`config.mk`:
```
export PLATFORM = sky130hd
export DESIGN_NAME = result_drain_ctrl
export DESIGN_NICKNAME = d
export VERILOG_FILES = /design/src/rtl/result_drain_ctrl.sv
export SDC_FILE = /design/constraint.sdc
export NUM_CORES = 1
export LEC_CHECK = 0
export ABC_AREA = 1
export ABC_CLOCK_PERIOD_IN_PS = 4600
export CORE_ASPECT_RATIO = 0.6
export CORE_MARGIN = 5
export CORE_UTILIZATION = 25
export CTS_BUF_LIST = sky130_fd_sc_hd__clkbuf_4
export DETAILED_ROUTE_END_ITERATION = 10
export PLACE_DENSITY = 0.43
export SYNTH_ARGS = -nofsm -noshare
export SYNTH_HDL_FRONTEND = slang
export SYNTH_SLANG_ARGS = --single-unit
```
`constraint.sdc`:
```
create_clock -name clk -period 4.6 [get_ports clk]
set_input_delay 0.69 -clock clk [delete_from_list [all_inputs] [get_ports clk]]
set_output_delay 0.69 -clock clk [all_outputs]
set_load 0.02 [all_outputs]
```
`src/rtl/result_drain_ctrl.sv`:
```
// result_drain_ctrl: drains an NxN result RAM row-major into a valid/ready stream
// through a 2-entry buffer that hides the RAM's one-cycle read latency.
module result_drain_ctrl #(
    parameter int N  = 8,
    parameter int DW = 32,
    parameter int IW = $clog2(N),
    parameter int AW = $clog2(N*N)
) (
    input  logic          clk,
    input  logic          rst,
    input  logic          start,
    output logic          busy,
    output logic          done,
    output logic          rd_en,
    output logic [AW-1:0] rd_addr,
    input  logic [DW-1:0] rd_data,
    output logic          out_valid,
    input  logic          out_ready,
    output logic [DW-1:0] out_data,
    output logic [IW-1:0] out_i,
    output logic [IW-1:0] out_j
);
    localparam int NN = N*N;
    localparam int EW = DW + 2*IW;
    typedef enum logic [1:0] {IDLE, RUN, DONE} state_t;
    state_t state;
    logic [AW:0] issued, popped;
    logic [IW-1:0] i, j, fi, fj;
    logic inflight, pop, cap;
    logic [1:0] occ, pos;
    logic [2:0] cred;
    logic [EW-1:0] q0, q1, entry;
    assign out_valid = occ != 2'd0;
    assign {out_data, out_i, out_j} = q0;
    assign pop = out_valid && out_ready;
    assign cap = inflight;
    assign pos = occ - {1'b0, pop};
    assign entry = {rd_data, fi, fj};
    // Credit counts buffered plus in-flight elements, net of this cycle's pop.
    assign cred = {1'b0, occ} + {2'b0, inflight} - {2'b0, pop};
    assign rd_en = state == RUN && issued != (AW+1)'(NN) && cred < 3'd2;
    assign rd_addr = AW'(int'(i) * N + int'(j));
    always_ff @(posedge clk or posedge rst) begin
        if (rst) begin
            state <= IDLE;
            busy <= 1'b0;
            done <= 1'b0;
            issued <= '0;
            popped <= '0;
            i <= '0;
            j <= '0;
            fi <= '0;
            fj <= '0;
            inflight <= 1'b0;
            occ <= '0;
            q0 <= '0;
            q1 <= '0;
        end else begin
            inflight <= rd_en;
            if (rd_en) begin
                {fi, fj} <= {i, j};
                issued <= issued + 1'b1;
                j <= j == IW'(N-1) ? '0 : j + 1'b1;
                i <= j == IW'(N-1) ? i + 1'b1 : i;
            end
            if (pop) q0 <= q1;
            if (cap && pos == 2'd0) q0 <= entry;
            if (cap && pos == 2'd1) q1 <= entry;
            occ <= occ + {1'b0, cap} - {1'b0, pop};
            if (pop) popped <= popped + 1'b1;
            if (state == RUN) begin
                if (pop && popped == (AW+1)'(NN-1)) begin
                    state <= DONE;
                    busy <= 1'b0;
                    done <= 1'b1;
                end
            end else if (start) begin
                state <= RUN;
                busy <= 1'b1;
                done <= 1'b0;
                issued <= '0;
                popped <= '0;
                i <= '0;
                j <= '0;
            end
        end
    end
endmodule

```
==> Yosys cells after proc, flatten, opt, wreduce, memory -nomap -nowiden <==
Cells that the tools add are included.
{ "classes": {"add_sub_neg": 10, "magnitude_cmp": 1, "eq_ne": 6, "mux": 25, "n_reduce_logical": 11} }
{ "ops": {"columns": ["cell", "count"], "rows": [
  ["$mux W38", 2],
  ["$mux W7", 6],
  ["$mux W3", 8],
  ["$add A7 B1 Y7 const B", 2],
  ["$eq A7 B6 Y1 const B", 1],
  ["$ne A7 B7 Y1 const B", 1],
  ["$add A3 B1 Y3 const B", 2],
  ["$add A6 B3 Y6", 1],
  ["$logic_and A1 B1 Y1", 6],
  ["$mux W1", 6],
  ["$mux W2", 3],
  ["$reduce_bool A2 Y1", 3],
  ["$eq A2 B1 Y1 const B", 2],
  ["$sub A2 B1 Y2", 2],
  ["$add A2 B1 Y3", 1],
  ["$eq A3 B3 Y1 const B", 1],
  ["$lt A3 B2 Y1 const B", 1],
  ["$sub A3 B1 Y3", 1],
  ["$add A2 B1 Y2", 1],
  ["$logic_not A2 Y1", 1],
  ["$ne A2 B1 Y1 const B", 1],
  ["$reduce_and A2 Y1", 1]
]} }
{ "totals": {"regBits": 109, "input_bits": 36, "output_inout_bits": 48, "word_cells": 66} }

==> Longest topological paths before layout <==
{ "logic_depth": {"ltp_word": 8, "ltp_mapped": 17, "depth_no_buf": 15} }

==> Least setup slack after synthesis <==
No wires, ideal clock.
{ "synth_timing": {"path_kind": "input to output", "start": "input port out_ready", "end": "output port rd_en", "t_arrival_ns": 2.701, "required_ns": 3.910, "setup_slack_ns": 1.209, "path_stages": 12, "path_buffers": 1, "path_cell_list": "inv_1 > nor2_4 > buf_2 > ha_1 > inv_1 > ha_1 > inv_1 > fa_1 > nand3_1 > nor2_2 > nand2_2 > inv_1"} }
{ "synth_via": {"elab_chain_len": 4} }
{ "synth_lines": {"columns": ["element", "line", "source"], "rows": [
  ["start: declaration", "18", "input logic out_ready,"],
  ["$logic_and A1 B1 Y1", "35", "assign pop = out_valid && out_ready;"],
  ["$sub A3 B1 Y3", "40", "assign cred = {1'b0, occ} + {2'b0, inflight} - {2'b0, pop};"],
  ["$lt A3 B2 Y1", "41", "assign rd_en = state == RUN && issued != (AW+1)'(NN) && cred < 3'd2;"],
  ["$logic_and A1 B1 Y1", "41", null],
  ["end: declaration", "14", "output logic rd_en,"]
]} }
Every way passes these cells.

==> Worst setup path in the final report <==
Same ends and word-level chain as after synthesis.

==> results.md <==
- DP Wirelength: a little over 8 mm
- Most frequent CP cell: inv_1
- Critical Path RT: just under 4 ns
- Pre-Repair DR Iteration Count: 4
- Min-Delay Path Class: flip-flop to flip-flop
- Sequential Area: 2680 µm²
- PortBufs: 83
- Max Clock Skew: a little under 0.02 ns
- Unrepaired setup endpoints after global routing: false
- Static Leakage: 2.80 nW
- Crit-path leading delay family: buffers and inverters
- Synth warnings: 0
- Total power: ~4 mW
- Root buf cell: clkbuf_4
- Synth Register Bits: between 100 and 150
- Worst-skew pair later-pin latency: approximately 0.47 ns
- Top_reg_cell synth: dfrtp_1
- Worst-path clk slew: 0.17 ns
- Critical R2R Capture: i[0]$_DFF_PP0_
- Async set-reset flop share out of synthesis: 1.00
- CTS tree: yes
- Nets: approximately 660
- Starting Density: 0.255
- Wire length per cell: 14.3 µm
- Post-detailed-route count of antenna-violating nets: 0
- Synthesized netlist net count: 585
- Clock tree buffer depth: 2
- Core ar.: about 19000 µm²
- ANT cells: 0
- Via count: about 3.8k
- Die height: 118 µm
- Post-Syn Instances: roughly 540
- Distinct cells, synth: 25
- GRT Util Overall: 0.118
- Grt total ovfl: 0
- Remaining DRCs: 0
- Yosys top cell area share: 0.551
- Class of the most critical setup path: input pin to primary output
- Core Rows: 39
- Synth-to-Final Area Change: 24.5%
- Critical path's largest stage delay: approximately 0.6 ns
- Commonest cells in the synthesized netlist: dfrtp_1 (107), nor2_1 (78), nand2_1 (68)
- CTS buffer count: 9
- Total Wirelength: between 10 and 15 mm
- Worst R2R Setup Slack: 1.71 ns
- End-of-flow core utilization: 0.317
- Post-CTS Setup Inserts: 0
- Fmax: approximately 240 MHz
- Worst vdd ir: between 0.0002 and 0.00025 V
- H-tree Lvls: 3
- Crit path launch: out_ready
- Arrival @ worst endpoint: between 3 and 4 ns
- Status: finished clean
- Post-layout instance area: just over 6000 µm²
- Vias in the first global route: just under 4k
- Initial antenna violation count: 0
- Die ar.: between 20000 and 25000 µm²
- Die extent in x: 190 µm
- Hold-fix buffers, CTS: 0
- Area leader, netlist: dfrtp_1
- Layout cells sized above 1: 0.0906
- Synthesized area per cell: between 9 and 10 µm²
- Crit end category: primary output
- Slew at the pin closest to its max-slew limit: between 1 and 1.5 ns
- Post-synthesis cell area: between 4000 and 5000 µm²
- Slowest-stage cell, CP: clkdlybuf4s50_1
- Cell area power density: 663 nW/µm²
- Routability cong.: 0.739
- # clock sinks: between 100 and 150
- Sequential fraction of the synthesis area: 0.551
- Final period utilization: 0.893
- Area of the multi-input gates: ~1800 µm²
- Hold WS: just over 0.5 ns
- Post-CTS Resized: 0
- Area contributors post-synth: dfrtp_1 (55%), nor2_1 (6.0%), mux2_2 (5.3%)
- Worst reg2reg path depth: 14
- # Max-Cap Violations: 0
- Pin count of the biggest net entering global routing: 82
- Reg2reg start: occ[1]$_DFF_PP0_
- Startpoint types: input pin
- Worst Setup EP: rd_en
- Final Hold Vio Count: 0
- Vias/cell: approximately 4.3
- Fill cells: 2016
- Max-slew violation count: 0
- Headroom to the max-slew limit: 0.302
- Crit-path cells: clkdlybuf4s50_1 -> inv_1 -> nor2_4 -> ha_1 -> inv_1 -> ha_1 -> inv_1 -> fa_1 -> nand3_1 -> nor2_2 -> nand2_2 -> inv_1 -> clkdlybuf4s50_1
- Post-synth EDFFs: 0
- Worst setup margin: between 0.4 and 0.5 ns
- WP depth: 13
- Crit path buf inv count: 6
- Most frequent cell after synthesis: dfrtp_1
- Setup TNS: 0 ns
- I/O pins: 84
- Dpl ws: 0.470 ns
- DP Cell Count: slightly below 900
- First-pass GRT wire length: between 20 and 25 mm
- Finished Layout Cells: approximately 880
- Initial drt markers: 234
- Tmin final: slightly above 4 ns
- Critical Path Fanout Max: 2
- Placed instance area: 5940 µm²
- Final count of negative-setup-slack endpoints: 0
layer usage:
metal | wire (µm) | track usage
met3 | 644 | 0.0335
met1 | 6680 | 0.177
met4 | 99 | 0.0253
met5 | 0 | 0
met2 | 5220 | 0.167
cell type report:
cell class / count / share of cell area
timing repair buffer: 91 / 0.147
clock inverter: 7 / 0.00826
inverter: 57 / 0.0357
multi-input combinational: 347 / 0.301
clock buffer: 9 / 0.0112
sequential: 107 / 0.442
tap: 266 / 0.0550
report_power, final:
part	switching, mW	internal, mW	total (mW)
clock	0.338	0.115	0.452
combinational	1.09	0.836	1.93
sequential	0.269	1.36	1.63
worst min-delay path by stage:
stage	end	from	cells after the start	slack [ns]
2_1_floorplan	q1[2]$_DFFE_PP0P_	q1[2]$_DFFE_PP0P_	2	0.45
3_3_place_gp	q1[7]$_DFFE_PP0P_	q1[7]$_DFFE_PP0P_	2	0.47
3_5_place_dp	q1[2]$_DFFE_PP0P_	q1[2]$_DFFE_PP0P_	2	0.47
4_1_cts	q1[37]$_DFFE_PP0P_	q1[37]$_DFFE_PP0P_	2	0.51
5_1_grt	q1[37]$_DFFE_PP0P_	q1[37]$_DFFE_PP0P_	2	0.53
6_report	q1[14]$_DFFE_PP0P_	q1[14]$_DFFE_PP0P_	2	0.51
logic make-up after synthesis:
logic type / count (synthesis) / synth area share
multiplexers: 23 / 0.0533
AO/OA/AOI/OAI: 107 / 0.111
AND/OR/NAND/NOR: 206 / 0.181
XOR/XNOR: 1 / 0.00180
flip-flops: 107 / 0.551
adder cells (fa/ha/maj): 10 / 0.0273
buffers and inverters: 85 / 0.0749
cells in the final DEF (no fill, tap or decap), types with 3 or more instances in the layout:
cell type | Yosys | layout
nand2_1 | 68 | 68
nand2_2 | 3 | 3
inv_1 | 55 | 54
clkbuf_4 | 0 | 9
nor2_1 | 78 | 78
buf_4 | 6 | 8
nand4_1 | 6 | 6
dfrtp_1 | 107 | 107
clkdlybuf4s50_1 | 0 | 83
a21oi_1 | 41 | 41
o21ai_1 | 15 | 15
o21ai_0 | 50 | 50
ha_1 | 9 | 9
mux2_2 | 23 | 23
inv_6 | 0 | 3
nand3_1 | 45 | 45
state kept, by name (all words and copies together), names as in the netlist:
| signal | flops |
|---|---|
| q0 | 38 |
| q1 | 38 |
| issued | 7 |
| popped | 7 |
| fi | 3 |
| fj | 3 |
| i | 3 |
| j | 3 |
| occ | 2 |
| cap | 1 |
| done | 1 |
| state | 1 |
worst min-delay path: stages, from the launching register on:
cell	delay (ns)
dfrtp_1	0.38
nand2_1	0.05
o21ai_0	0.06
Power figures use the tool's default switching activity.
